[src/rtl/io_bus_bridge_pkg.sv]
// Shared definitions for the CPU-to-IO bus bridge.
// Latency: n/a (constants and a compile-time helper only).
// Backpressure: n/a.
// Contents: bus FSM state encoding, default error read data, timer width helper.
package io_bridge_pkg;

  localparam logic [1:0] ST_IDLE = 2'd0;
  localparam logic [1:0] ST_RD   = 2'd1;
  localparam logic [1:0] ST_WR   = 2'd2;
  localparam logic [1:0] ST_DONE = 2'd3;

  localparam logic [31:0] ERR_DATA_DEF = 32'hDEADBEEF;

  // Bits needed to count 0..timeout.
  function automatic int timer_w(input int timeout);
    return (timeout < 1) ? 1 : $clog2(timeout + 1);
  endfunction

endpackage

[src/rtl/io_bus_bridge_if.sv]
// Bundle of CPU request/response, IO device strobes and interrupt relay signals.
// Latency: n/a (wires only).
// Backpressure: n/a; master = bridge side, slave = CPU/device/CU side.
// Ports: cpu_* request/response, io_* device bus and interrupt, cu_* CU interrupt.
interface io_bus_bridge_if #(
  parameter int ADDR_W = 32,
  parameter int DATA_W = 32
);
  logic              cpu_rd_req;
  logic              cpu_wr_req;
  logic [ADDR_W-1:0] cpu_addr;
  logic [DATA_W-1:0] cpu_wdata;
  logic [DATA_W-1:0] cpu_rdata;
  logic              cpu_busy;
  logic              cpu_done;
  logic              cpu_err;
  logic [ADDR_W-1:0] io_addr;
  logic [DATA_W-1:0] io_out;
  logic [DATA_W-1:0] io_in;
  logic              io_cs;
  logic              io_rd;
  logic              io_wr;
  logic              io_rdy;
  logic              io_intr;
  logic              io_intr_ack;
  logic              cu_intr;
  logic              cu_intr_ack;

  modport master (
    input  cpu_rd_req, cpu_wr_req, cpu_addr, cpu_wdata, io_in, io_rdy, io_intr, cu_intr_ack,
    output cpu_rdata, cpu_busy, cpu_done, cpu_err, io_addr, io_out, io_cs, io_rd, io_wr,
           io_intr_ack, cu_intr
  );

  modport slave (
    output cpu_rd_req, cpu_wr_req, cpu_addr, cpu_wdata, io_in, io_rdy, io_intr, cu_intr_ack,
    input  cpu_rdata, cpu_busy, cpu_done, cpu_err, io_addr, io_out, io_cs, io_rd, io_wr,
           io_intr_ack, cu_intr
  );
endinterface

[src/rtl/io_bus_bridge_intr_relay.sv]
// Relays a device interrupt level to the CU as a held request and returns the CU ack.
// Latency: cu_intr rises 1 cycle after io_intr rises; io_intr_ack 1 cycle after cu_intr_ack.
// Backpressure: none; acks while nothing is pending are ignored.
// Ports: i clk/reset, io_intr, cu_intr_ack; o cu_intr, io_intr_ack.
module io_intr_relay (
  input  logic clk,
  input  logic reset,
  input  logic io_intr,
  input  logic cu_intr_ack,
  output logic cu_intr,
  output logic io_intr_ack
);

  logic r_intr_q;
  logic r_pending;
  logic r_ack;
  logic w_rise;

  // Edge-triggered: a level held high after an ack does not re-raise pending.
  assign w_rise = io_intr & ~r_intr_q;

  always_ff @(posedge clk) begin
    if (reset) begin
      r_intr_q  <= 1'b0;
      r_pending <= 1'b0;
      r_ack     <= 1'b0;
    end else begin
      r_intr_q <= io_intr;
      r_ack    <= cu_intr_ack & r_pending;
      // A fresh edge in the ack cycle keeps pending set (set has priority).
      if (w_rise)
        r_pending <= 1'b1;
      else if (cu_intr_ack)
        r_pending <= 1'b0;
    end
  end

  assign cu_intr     = r_pending;
  assign io_intr_ack = r_ack;

endmodule

[src/rtl/io_bus_bridge.sv]
// CPU load/store to IO device strobe bridge with read timeout and interrupt relay.
// Latency: write done 2 cycles after accept; read done (waits+2), timeout at TIMEOUT+1.
// Backpressure: requests are taken only in IDLE; anything arriving while busy is dropped.
// Ports: i sys_clk, reset; bus (master modport) carrying cpu_*, io_* and cu_* signals.
module io_bus_bridge
  import io_bridge_pkg::*;
#(
  parameter int          ADDR_W   = 32,
  parameter int          DATA_W   = 32,
  parameter int          TIMEOUT  = 15,
  parameter logic [31:0] ERR_DATA = ERR_DATA_DEF
) (
  input  logic            sys_clk,
  input  logic            reset,
  io_bus_bridge_if.master bus
);

  localparam int TW = timer_w(TIMEOUT);

  logic [1:0]        r_state;
  logic [ADDR_W-1:0] r_addr;
  logic [DATA_W-1:0] r_wdata;
  logic [DATA_W-1:0] r_rdata;
  logic              r_err;
  logic [TW-1:0]     r_timer;

  logic w_misaligned;
  logic w_timeout;
  logic w_sel;

  assign w_misaligned = bus.cpu_addr[1:0] != 2'b00;
  // r_timer counts completed rdy-less RD cycles; the current one is the last allowed.
  assign w_timeout    = r_timer == TW'(TIMEOUT - 1);
  assign w_sel        = (r_state == ST_RD) || (r_state == ST_WR);

  always_ff @(posedge sys_clk) begin
    if (reset) begin
      r_state <= ST_IDLE;
      r_addr  <= '0;
      r_wdata <= '0;
      r_rdata <= '0;
      r_err   <= 1'b0;
      r_timer <= '0;
    end else begin
      case (r_state)
        ST_IDLE: begin
          if (bus.cpu_rd_req || bus.cpu_wr_req) begin
            r_addr  <= bus.cpu_addr;
            r_wdata <= bus.cpu_wdata;
            r_err   <= w_misaligned;
            // Misaligned accesses complete with error without touching the device.
            if (w_misaligned)
              r_state <= ST_DONE;
            else if (bus.cpu_rd_req)
              r_state <= ST_RD;
            else
              r_state <= ST_WR;
          end
        end
        ST_RD: begin
          // io_in is only captured with rdy, so a floating bus is never latched.
          if (bus.io_rdy) begin
            r_rdata <= bus.io_in;
            r_state <= ST_DONE;
          end else if (w_timeout) begin
            r_rdata <= DATA_W'(ERR_DATA);
            r_err   <= 1'b1;
            r_state <= ST_DONE;
          end else begin
            r_timer <= r_timer + TW'(1);
          end
        end
        ST_WR: r_state <= ST_DONE;
        default: begin
          r_timer <= '0;
          r_state <= ST_IDLE;
        end
      endcase
    end
  end

  assign bus.io_cs     = w_sel;
  assign bus.io_rd     = r_state == ST_RD;
  assign bus.io_wr     = r_state == ST_WR;
  assign bus.io_addr   = w_sel ? r_addr : '0;
  assign bus.io_out    = w_sel ? r_wdata : '0;
  assign bus.cpu_rdata = r_rdata;
  assign bus.cpu_busy  = r_state != ST_IDLE;
  assign bus.cpu_done  = r_state == ST_DONE;
  assign bus.cpu_err   = (r_state == ST_DONE) && r_err;

  io_intr_relay u_intr_relay (
    .clk         (sys_clk),
    .reset       (reset),
    .io_intr     (bus.io_intr),
    .cu_intr_ack (bus.cu_intr_ack),
    .cu_intr     (bus.cu_intr),
    .io_intr_ack (bus.io_intr_ack)
  );

endmodule

[src/flat_wrapper.sv]
// flat-port wrapper written by rule: the top's interface ports become plain ports
module io_bus_bridge_flat import io_bridge_pkg::*;
#(
  parameter int          ADDR_W   = 32,
  parameter int          DATA_W   = 32,
  parameter int          TIMEOUT  = 15,
  parameter logic [31:0] ERR_DATA = ERR_DATA_DEF
)
  (sys_clk, reset, bus_cpu_rd_req, bus_cpu_wr_req, bus_cpu_addr, bus_cpu_wdata, bus_io_in, bus_io_rdy, bus_io_intr, bus_cu_intr_ack, bus_cpu_rdata, bus_cpu_busy, bus_cpu_done, bus_cpu_err, bus_io_addr, bus_io_out, bus_io_cs, bus_io_rd, bus_io_wr, bus_io_intr_ack, bus_cu_intr);
  io_bus_bridge_if #(.ADDR_W(ADDR_W), .DATA_W(DATA_W)) bus_i ();
  input  logic sys_clk;
  input  logic reset;
  input wire logic [$bits(bus_i.cpu_rd_req)-1:0] bus_cpu_rd_req;
  input wire logic [$bits(bus_i.cpu_wr_req)-1:0] bus_cpu_wr_req;
  input wire logic [$bits(bus_i.cpu_addr)-1:0] bus_cpu_addr;
  input wire logic [$bits(bus_i.cpu_wdata)-1:0] bus_cpu_wdata;
  input wire logic [$bits(bus_i.io_in)-1:0] bus_io_in;
  input wire logic [$bits(bus_i.io_rdy)-1:0] bus_io_rdy;
  input wire logic [$bits(bus_i.io_intr)-1:0] bus_io_intr;
  input wire logic [$bits(bus_i.cu_intr_ack)-1:0] bus_cu_intr_ack;
  output wire logic [$bits(bus_i.cpu_rdata)-1:0] bus_cpu_rdata;
  output wire logic [$bits(bus_i.cpu_busy)-1:0] bus_cpu_busy;
  output wire logic [$bits(bus_i.cpu_done)-1:0] bus_cpu_done;
  output wire logic [$bits(bus_i.cpu_err)-1:0] bus_cpu_err;
  output wire logic [$bits(bus_i.io_addr)-1:0] bus_io_addr;
  output wire logic [$bits(bus_i.io_out)-1:0] bus_io_out;
  output wire logic [$bits(bus_i.io_cs)-1:0] bus_io_cs;
  output wire logic [$bits(bus_i.io_rd)-1:0] bus_io_rd;
  output wire logic [$bits(bus_i.io_wr)-1:0] bus_io_wr;
  output wire logic [$bits(bus_i.io_intr_ack)-1:0] bus_io_intr_ack;
  output wire logic [$bits(bus_i.cu_intr)-1:0] bus_cu_intr;
  assign bus_i.cpu_rd_req = bus_cpu_rd_req;
  assign bus_i.cpu_wr_req = bus_cpu_wr_req;
  assign bus_i.cpu_addr = bus_cpu_addr;
  assign bus_i.cpu_wdata = bus_cpu_wdata;
  assign bus_i.io_in = bus_io_in;
  assign bus_i.io_rdy = bus_io_rdy;
  assign bus_i.io_intr = bus_io_intr;
  assign bus_i.cu_intr_ack = bus_cu_intr_ack;
  assign bus_cpu_rdata = bus_i.cpu_rdata;
  assign bus_cpu_busy = bus_i.cpu_busy;
  assign bus_cpu_done = bus_i.cpu_done;
  assign bus_cpu_err = bus_i.cpu_err;
  assign bus_io_addr = bus_i.io_addr;
  assign bus_io_out = bus_i.io_out;
  assign bus_io_cs = bus_i.io_cs;
  assign bus_io_rd = bus_i.io_rd;
  assign bus_io_wr = bus_i.io_wr;
  assign bus_io_intr_ack = bus_i.io_intr_ack;
  assign bus_cu_intr = bus_i.cu_intr;
  io_bus_bridge #(.ADDR_W(ADDR_W), .DATA_W(DATA_W), .TIMEOUT(TIMEOUT), .ERR_DATA(ERR_DATA)) u_core (.sys_clk(sys_clk), .reset(reset), .bus(bus_i));
endmodule
[config.mk]
export PLATFORM = sky130hd
export DESIGN_NAME = io_bus_bridge_flat
export DESIGN_NICKNAME = d
export VERILOG_FILES = /design/src/rtl/io_bus_bridge_pkg.sv /design/src/rtl/io_bus_bridge_if.sv /design/src/rtl/io_bus_bridge_intr_relay.sv /design/src/rtl/io_bus_bridge.sv /design/src/flat_wrapper.sv
export SDC_FILE = /design/constraint.sdc
export NUM_CORES = 1
export LEC_CHECK = 0
export ABC_AREA = 1
export CAP_MARGIN = 15
export CORE_MARGIN = 2
export CORE_UTILIZATION = 42
export CTS_CLUSTER_DIAMETER = 150
export DETAILED_ROUTE_END_ITERATION = 12
export PLACE_DENSITY = 0.8
export SYNTH_ARGS = -nofsm -noshare
export SYNTH_HDL_FRONTEND = slang
export SYNTH_SLANG_ARGS = --single-unit
[constraint.sdc]
create_clock -name sys_clk -period 2 [get_ports sys_clk]
set_input_delay 0.4 -clock sys_clk [delete_from_list [all_inputs] [get_ports sys_clk]]
set_output_delay 0.4 -clock sys_clk [all_outputs]
set_load 0.02 [all_outputs]
==> results of run 1 <==
## through the flow
step	setup slack [ns]	hold slack (ns)
3_3_place_gp	-0.0974	0.413
3_5_place_dp	-0.108	0.427
6_report	0.00729	0.435
2_1_floorplan	0.00221	0.411
5_1_grt	-0.0558	0.463
4_1_cts	-0.0273	0.438
## power breakdown
group          leakage [nW]  internal [mW]  total, mW  switching [mW]
registers             0.875           2.76       3.12           0.363
logic                  2.50           2.51       5.89            3.38
clock network        0.0948          0.503       1.25           0.745
## area by class of cell
class,count,area (um2),share of cell area
inverter,86,328,0.0474
multi-input combinational,426,1890,0.273
clock buffer,10,138,0.0199
sequential,106,2120,0.307
clock inverter,6,50.0,0.00724
tap,136,170,0.0246
timing repair buffer,228,2220,0.321
## kinds of logic (layout without fill, tap and decap cells)
group | after synthesis | count (layout) | share of synthesized area
AO/OA/AOI/OAI | 104 | 104 | 0.117
flip-flops | 106 | 106 | 0.470
adder cells (fa/ha/maj) | 9 | 9 | 0.0250
AND/OR/NAND/NOR | 313 | 313 | 0.268
buffers and inverters | 121 | 330 | 0.119
## per-layer routing
metal	GRT usage	routed length [um]
met1	0.269	5610
met2	0.385	6270
met3	0.0636	1100
met4	0.0678	207
met5	0	0
## worst register-to-register path, delay by kind of cell (launching register included)
kind	cells	cell delay, ns
adder cells (fa/ha/maj)	1	0.20
flip-flops	1	0.34
AND/OR/NAND/NOR	5	0.66
buffers and inverters	4	0.53
## state kept, by name, summed over array words and instances, names as in the netlist
register,count
u_core.r_wdata,32
u_core.u_intr_relay.r_intr_q,1
u_core.bus.cpu_rdata,32
u_core.u_intr_relay.cu_intr,1
u_core.r_timer,4
u_core.r_err,1
u_core.r_state,2
u_core.r_addr,32
u_core.u_intr_relay.io_intr_ack,1
## final timing paths
check                                                  start                           to  slack (ns)  depth (start not counted)
worst min register to register  u_core.u_intr_relay.r_intr_q  u_core.u_intr_relay.cu_intr        0.44                          1
worst min-delay path            u_core.u_intr_relay.r_intr_q  u_core.u_intr_relay.cu_intr        0.44                          1
worst max-delay path                       u_core.r_state[0]               bus_io_out[26]       0.007                          7
worst max register to register             u_core.r_state[1]                 u_core.r_err        0.18                         10
## placed cells by master, fill, tap and decap left out
cell	instances
buf_6	25
o21ai_0	28
inv_2	21
o32ai_1	1
nand2_4	1
clkinv_4	3
a21oi_4	1
buf_12	7
a21oi_1	14
nand2_2	8
clkbuf_16	1
nand3_1	4
ha_1	8
o21ai_1	60
nor2_1	189
nand2_1	105
inv_1	64
clkinvlp_4	1
clkbuf_8	10
dfxtp_2	2
nand4_1	5
clkdlybuf4s50_1	136
dlygate4sd2_1	5
buf_4	31
ha_4	1
inv_6	1
buf_8	1
dfxtp_1	104
nand3_2	1
buf_2	21
clkinv_2	1
inv_8	1
clkdlybuf4s15_2	1
## what timing repair did
item                                    in CTS  in global routing
pin swaps                                    1                  1
endpoints found under the setup margin      70                 32
gates resized for setup                    290                 70
setup buffers                                4                  0
gates cloned                                 1                  1
==> results.toml, run 1 <==
[run_status]
status = "completed"

[synth]
ys_seq_area_frac = 0.470
synth_commonest_cells = "nor2_1 (189), nand2_1 (111), dfxtp_1 (106), inv_1 (80), o21ai_1 (60)"
syn_avg_cell_area_um2 = 6.91
synth_edf_count = 0
synthesis.area_um2 = 4510
async_flop_share = 0
synth_fp_nets = 765
synth_warnings = 0
synth_flop_cell = "dfxtp_1"
synth_cell_types = 22
synthMostInstantiatedCell = "nor2_1"
synthCells = 653
synth_seq_cells = 106
yosys-top-cells-area = "dfxtp_1 (47%), nor2_1 (16%), nand2_1 (9.2%)"
synth_top_area_frac = 0.470
yosysTopAreaCell = "dfxtp_1"

[setup_path]
critPathRequiredTime_ns = 1.60
worstPathMaxFanout = 5
crit_arrival_ns = 1.59
path_cells = "inv_2, ha_4, buf_12, buf_8, nand2_1, inv_1, buf_6"
cpPeakStageDelay_ns = 0.35
crit_family = "buffers and inverters"
start_kind = "flip-flop"
crit_type = "reg -> out"
end_kind = "output port"
crit_slowest_cell = "ha_4"
crit_buf_inv = 5

[flow_run]
drv_cap = 0

[sta]
finalClockSkew_ns = 0.0121
tightest_slew_ns = 0.454
slew_viol_final = 0
rsz0062_at_grt = "yes"
setup_viol = 0
hold_viol = 0
period_share = 0.996
min_period_ns = 1.99
fin_tns_setup_ns = 0
max_slew_margin = 0.697
max_freq_mhz = 502

[routing]
drc = 0
drt_iter0_markers = 289
viasPerCell = 4.72
vias = 4709
final_antenna_net_count = 0
wl_per_cell_um = 13.2
drt-total-wl_um = 13200
first_pass_iters = 5

[cts]
cts_max_level = 3
cts_buffer_depth = 2
cts_buffers = 9
tritoncts = "done"
cts.clk_slew.worst_paths_ns = 0.10
clock-root-buffer = "clkbuf_8"
clock_sinks = 106
holdBufCountCts = 0
worstSkewPairLatency_ns = 0.36

[pwr]
p_leak_nw = 3.47
p_total_mw = 10.3
peakVddDrop_v = 0.000796
p_per_area_nw_per_um2 = 1480

[placed_design]
hpwlAfterDp_um = 9630
placed_cell_area_um2 = 6750
port_buffers = 206
dp_cells = 977
gp_congestion = 0.832

[floorplanning]
io_pins = 207
initial_core_util = 0.435
die-width_um = 108
die_y_um = 108
die_area_um2 = 11600
num_rows = 37
core_um2 = 10400

[global_route]
grt_pass1_wl_um = 20900
grt_max_degree = 65
gr-total-overflow = 0
grt_pass1_vias = 4463
antenna_found_initial = 0
grt_usage = 0.223

[layout]
stdcell_count = 998
utilization = 0.667
nets = 969
drive_gt1_frac = 0.161
fill_cells = 876
postLayoutCellArea_um2 = 6910
syn_to_final_growth_pct = 53.2
antenna_cells = 0

[worst_hold_path]
hp-class = "reg -> reg"
Power figures use the tool's default switching activity.
==> run 2: changes to the inputs <==
Settings changed: CORE_ASPECT_RATIO set to 1.75.
==> run 2 against run 1 <==
Against the previous run:
- combinational power fell by 8.1%
- critical path depth is 1 lower
- flip-flop and latch count stayed put
- worst hold slack gained 0.0075 ns
- global-route usage rose by 1.6 points
- critical path type unchanged
- largest cell class is now registers
- highest routed layer unchanged
==> results.toml, run 2 (synthesis results as in run 1) <==
[run_status]
status = "completed"

[sta]
fin_tns_setup_ns = 0
min_period_ns = 1.93
max_slew_margin = 0.730
slew_viol_final = 0
tightest_slew_ns = 0.405
finalClockSkew_ns = 0.00877
rsz0062_at_grt = "no"
hold_viol = 0
max_freq_mhz = 519
setup_viol = 0
period_share = 0.963
final.setup.worst_slack_ns = 0.0733

[setup_path]
crit_top_cell = "buf_4"
crit_slowest_cell = "dfxtp_2"
worstPathMaxFanout = 13
crit_type = "reg -> out"
crit_arrival_ns = 1.53
critPathRequiredTime_ns = 1.60
path_cells = "inv_2, ha_4, buf_4, nand2_1, inv_1, buf_4"
start_kind = "flip-flop"
end_kind = "output port"
cpPeakStageDelay_ns = 0.34

[cts]
cts_buffer_depth = 2
holdBufCountCts = 0
tritoncts = "done"
cts_max_level = 3
worstSkewPairLatency_ns = 0.35
clock_sinks = 106
cts_buffers = 9
cts.clk_slew.worst_paths_ns = 0.08
clock-root-buffer = "clkbuf_16"

[pwr]
p_int_mw = 5.89
p_leak_nw = 3.50
clkPwrFrac = 0.175
switching_power_mw = 4.48
p_per_area_nw_per_um2 = 1520
p_sw_frac = 0.432
p_total_mw = 10.4
combPwrFrac = 0.522
p_seq_frac = 0.304
peakVddDrop_v = 0.000971

[global_route]
gr-total-overflow = 0
grt_usage = 0.240
grt_pass1_vias = 4623
grt_pass1_wl_um = 21600
antenna_found_initial = 0
grt_max_degree = 46

[layout]
regArea_um2 = 2120
postLayoutCellArea_um2 = 6830
layout_common_cells = "nor2_1 (189), clkdlybuf4s50_1 (136), nand2_1 (110)"
fill_cells = 923
drive_gt1_frac = 0.137
multiInputGateArea_um2 = 1870
antenna_cells = 0
nets = 966
syn_to_final_growth_pct = 51.4
mostFrequentLayoutCell = "nor2_1"
utilization = 0.646

[flow_run]
drv_cap = 0

[floorplanning]
num_rows = 50
die-width_um = 82.4
core_um2 = 10600
die_area_um2 = 11600
io_pins = 207
die_y_um = 141
initial_core_util = 0.427

[routing]
vias = 4816
wl_per_cell_um = 14.0
drc = 0
wl_met1_um = 5030
dr_wl_met3_um = 864
drt_iter0_markers = 199
viasPerCell = 4.87
drt-total-wl_um = 13900
met2WireLength_um = 7560
final_antenna_net_count = 0
first_pass_iters = 5
dr.max_layer_used = "met4"

[placed_design]
port_buffers = 206
placed_cell_area_um2 = 6730
gp_congestion = 0.763
pre_cts_ws_ns = -0.131
hpwlAfterDp_um = 10300

[worst_hold_path]
hp-class = "reg -> reg"
run 2: cell types whose count changed in the layout (fill, tap and decap cells not counted), moves of 2 or more:
cell,change
buf_2,+18
inv_2,-12
clkbuf_8,-10
nand2_2,-5
buf_6,-20
inv_1,+12
nand2_1,+5
buf_4,+2
clkbuf_16,+8
run 2: path summary, 6_finish.rpt:
check                          startpoint                           to  slack [ns]  depth (start not counted)
max reg2reg             u_core.r_state[1]                 u_core.r_err        0.32                         10
min          u_core.u_intr_relay.r_intr_q  u_core.u_intr_relay.cu_intr        0.44                          1
min reg2reg  u_core.u_intr_relay.r_intr_q  u_core.u_intr_relay.cu_intr        0.44                          1
max                     u_core.r_state[1]              bus_io_addr[22]        0.07                          6
run 2: power groups by stage:
stage	registers (mW)	logic [mW]	clock network (mW)
floorplan	3.22	3.14	0
global placement	3.13	5.42	0
detailed placement	3.16	5.56	0
CTS	3.13	5.59	1.85
global route	3.20	5.96	1.94
finish	3.15	5.41	1.81
run 2: stage by stage:
| stage | cells | hold WS (ns) |
|---|---|---|
| global route | 989 | 0.468 |
| floorplan | 653 | 0.411 |
| finish | 989 | 0.443 |
| detailed placement | 971 | 0.435 |
| global placement | 971 | 0.415 |
| CTS | 991 | 0.454 |
run 2: final cells by class:
| cell class | count | area share |
|---|---|---|
| flip-flops and latches | 106 | 0.311 |
| repair buffers | 225 | 0.298 |
| multi-input cells | 426 | 0.274 |
| inverters | 86 | 0.0480 |
| clock buffers | 9 | 0.0330 |
| well taps | 130 | 0.0238 |
| clock inverters | 7 | 0.0121 |
run 2: repair_timing:
item | in CTS | in global routing
pin swaps | 0 | 1
resized for setup | 291 | 13
setup endpoints to repair | 70 | 44
setup buffers | 3 | 0
gates cloned | 1 | 0
endpoints found under the hold margin | 0 | 0
run 2: per-layer routing:
layer | up-vias | track usage
met2 | 197 | 0.454
met3 | 33 | 0.0346
met5 | - | 0
li1 | 2388 | -
met1 | 2198 | 0.243
met4 | 0 | 0.114
run 2: critical path: cells and delay by family, from the launching register on:
kind                     cells  cell delay (ns)
AND/OR/NAND/NOR              1             0.07
adder cells (fa/ha/maj)      1             0.32
flip-flops                   1             0.34
buffers and inverters        4             0.44
==> run 3: changes to the inputs <==
==> constraint.sdc (replaced) <==
create_clock -name sys_clk -period 2 [get_ports sys_clk]
set_input_delay 0.4 -clock sys_clk [delete_from_list [all_inputs] [get_ports sys_clk]]
set_output_delay 0.4 -clock sys_clk [all_outputs]
set_load 0.1 [all_outputs]
==> run 3 against run 2 <==
Against the previous run:
- worst hold slack better by 0.0089 ns
- critical endpoint is now bus_io_out[25]
- setup slack got worse by 0.20 ns
- routed wire length grew 13%
- the flow now finishes with violations (setup timing)
- critical path type unchanged
- design area increased by 25%
- maximum frequency shrank 9.4%
- global-route usage grew 2.0 points
- register-to-register slack improved by 0.08 ns
==> results.toml, run 3 (synthesis results as in run 1) <==
[sta]
final.setup.worst_slack_ns = -0.126
slew_viol_final = 0
hold_viol = 0
max_freq_mhz = 470
min_period_ns = 2.13
tightest_slew_ns = 0.369
finalClockSkew_ns = 0.0102
setup_viol = 64
rsz0062_at_grt = "yes"
max_slew_margin = 0.753
period_share = 1.06

[routing]
wl_per_cell_um = 15.8
drc = 0
drt-total-wl_um = 15700
first_pass_iters = 4
final_antenna_net_count = 0
drt_iter0_markers = 208
vias = 4847
viasPerCell = 4.87

[layout]
syn_to_final_growth_pct = 89.7
mostFrequentLayoutCell = "nor2_1"
fill_cells = 654
nets = 971
drive_gt1_frac = 0.334
layout_common_cells = "nor2_1 (189), dfxtp_1 (104), clkdlybuf4s50_1 (102)"

[setup_path]
r2r_slack_ns = 0.40
crit_buf_inv = 5
critPathRequiredTime_ns = 1.60
reg2reg_to = "u_core.bus.cpu_rdata[28]"
cpPeakStageDelay_ns = 0.37
crit_family = "buffers and inverters"
crit_top_cell = "buf_12"
start_kind = "flip-flop"
r2r-start = "u_core.r_state[1]"
worstPathMaxFanout = 8
crit_arrival_ns = 1.73
path_cells = "inv_4, ha_4, buf_12, clkbuf_16, nand2_2, clkinvlp_4, buf_12"
crit_type = "reg -> out"
end_kind = "output port"
crit_slowest_cell = "dfxtp_4"
reg2reg_depth = 7
crit_cells = 7

[run_status]
status = "complete, but fails checks"
violations = "setup timing"

[worst_hold_path]
min_from = "u_core.u_intr_relay.cu_intr"
hp-class = "reg -> reg"
hold_path_end = "u_core.u_intr_relay.io_intr_ack"
worstHoldPathCells = 2

[cts]
cts.clk_slew.worst_paths_ns = 0.07
cts_buffers = 9
cts_max_level = 3
clock-root-buffer = "clkbuf_16"
cts_buffer_depth = 2
worstSkewPairLatency_ns = 0.34
tritoncts = "done"
clock_sinks = 106

[floorplanning]
io_pins = 207
core_um2 = 10600
die-width_um = 82.4
initial_core_util = 0.427
num_rows = 50
die_area_um2 = 11600
die_y_um = 141

[global_route]
antenna_found_initial = 1
gr-total-overflow = 0
grt_pass1_wl_um = 23200
grt_max_degree = 65
grt_usage = 0.260
grt_pass1_vias = 4962

[placed_design]
pre_cts_ws_ns = 0.245
hpwlAfterDp_um = 10400
gp_congestion = 0.784
port_buffers = 206

[flow_run]
drv_cap = 0
==> run 3: cell types whose count changed in the layout (fill, tap and decap cells not counted), sizes merged, moves of 3 or more <==
cell / change
clkdlybuf4s50: -34
inv: -66
clkbuf: +3
clkinvlp: +65
dlygate4sd2: -6
buf: +43
==> run 3: area by class of cell <==
cell class                 count  area, um2  area share
multi-input combinational    426       2290       0.268
clock buffer                  10        229      0.0268
inverter                      86        573      0.0669
clock inverter                 6       42.5     0.00497
timing repair buffer         230       3130       0.366
sequential                   106       2130       0.249
antenna                        1       2.50    0.000292
tap                          130        163      0.0190
==> run 3: per-layer routing <==
metal / wire length [um] / vias to the layer above / global-route usage
li1: - / 2399 / -
met1: 5260 / 2216 / 0.248
met2: 8780 / 185 / 0.492
met3: 853 / 47 / 0.0499
met4: 779 / 0 / 0.141
met5: 0 / - / 0
==> run 3: worst max path at each step <==
stage                 startpoint                  to  slack (ns)
2_1_floorplan  u_core.r_state[0]      bus_io_addr[0]       -0.05
3_3_place_gp   u_core.r_state[0]      bus_io_out[23]        0.30
3_5_place_dp      bus_cpu_rd_req  u_core.r_wdata[30]        0.24
4_1_cts        u_core.r_state[1]      bus_io_out[18]        -0.1
5_1_grt        u_core.r_state[1]      bus_io_out[25]       -0.18
6_report       u_core.r_state[1]      bus_io_out[25]       -0.13
==> run 3: what timing repair did <==
action / in CTS / in global routing
pin swaps: 32 / 17
resized for setup: 83 / 45
setup endpoints to repair: 64 / 65
gates cloned: 6 / 2
setup buffers: 8 / 0
hold buffers: 0 / 0
hold endpoints to repair: 0 / 0
==> run 3: per-stage QoR <==
step                instances  TNS [ns]   util  cell area [um2]  hold WS, ns
global placement          962         0  0.714             7540        0.415
finish                    995     -3.93  0.810             8560        0.452
global route              995     -7.20  0.810             8560        0.458
floorplan                 653     -3.15      -             4790        0.411
CTS                       992     -4.11  0.790             8350        0.450
detailed placement        962         0  0.714             7540        0.440
==> run 3: worst min-delay path: cells and delay by family (launching register included) <==
family           cells  cell delay [ns]
flip-flops           1             0.32
AND/OR/NAND/NOR      2             0.09
Power of run 3 is left out: the tool's default activity adds up to more than one toggle a clock period on the data nets, which glitch-free logic cannot reach.
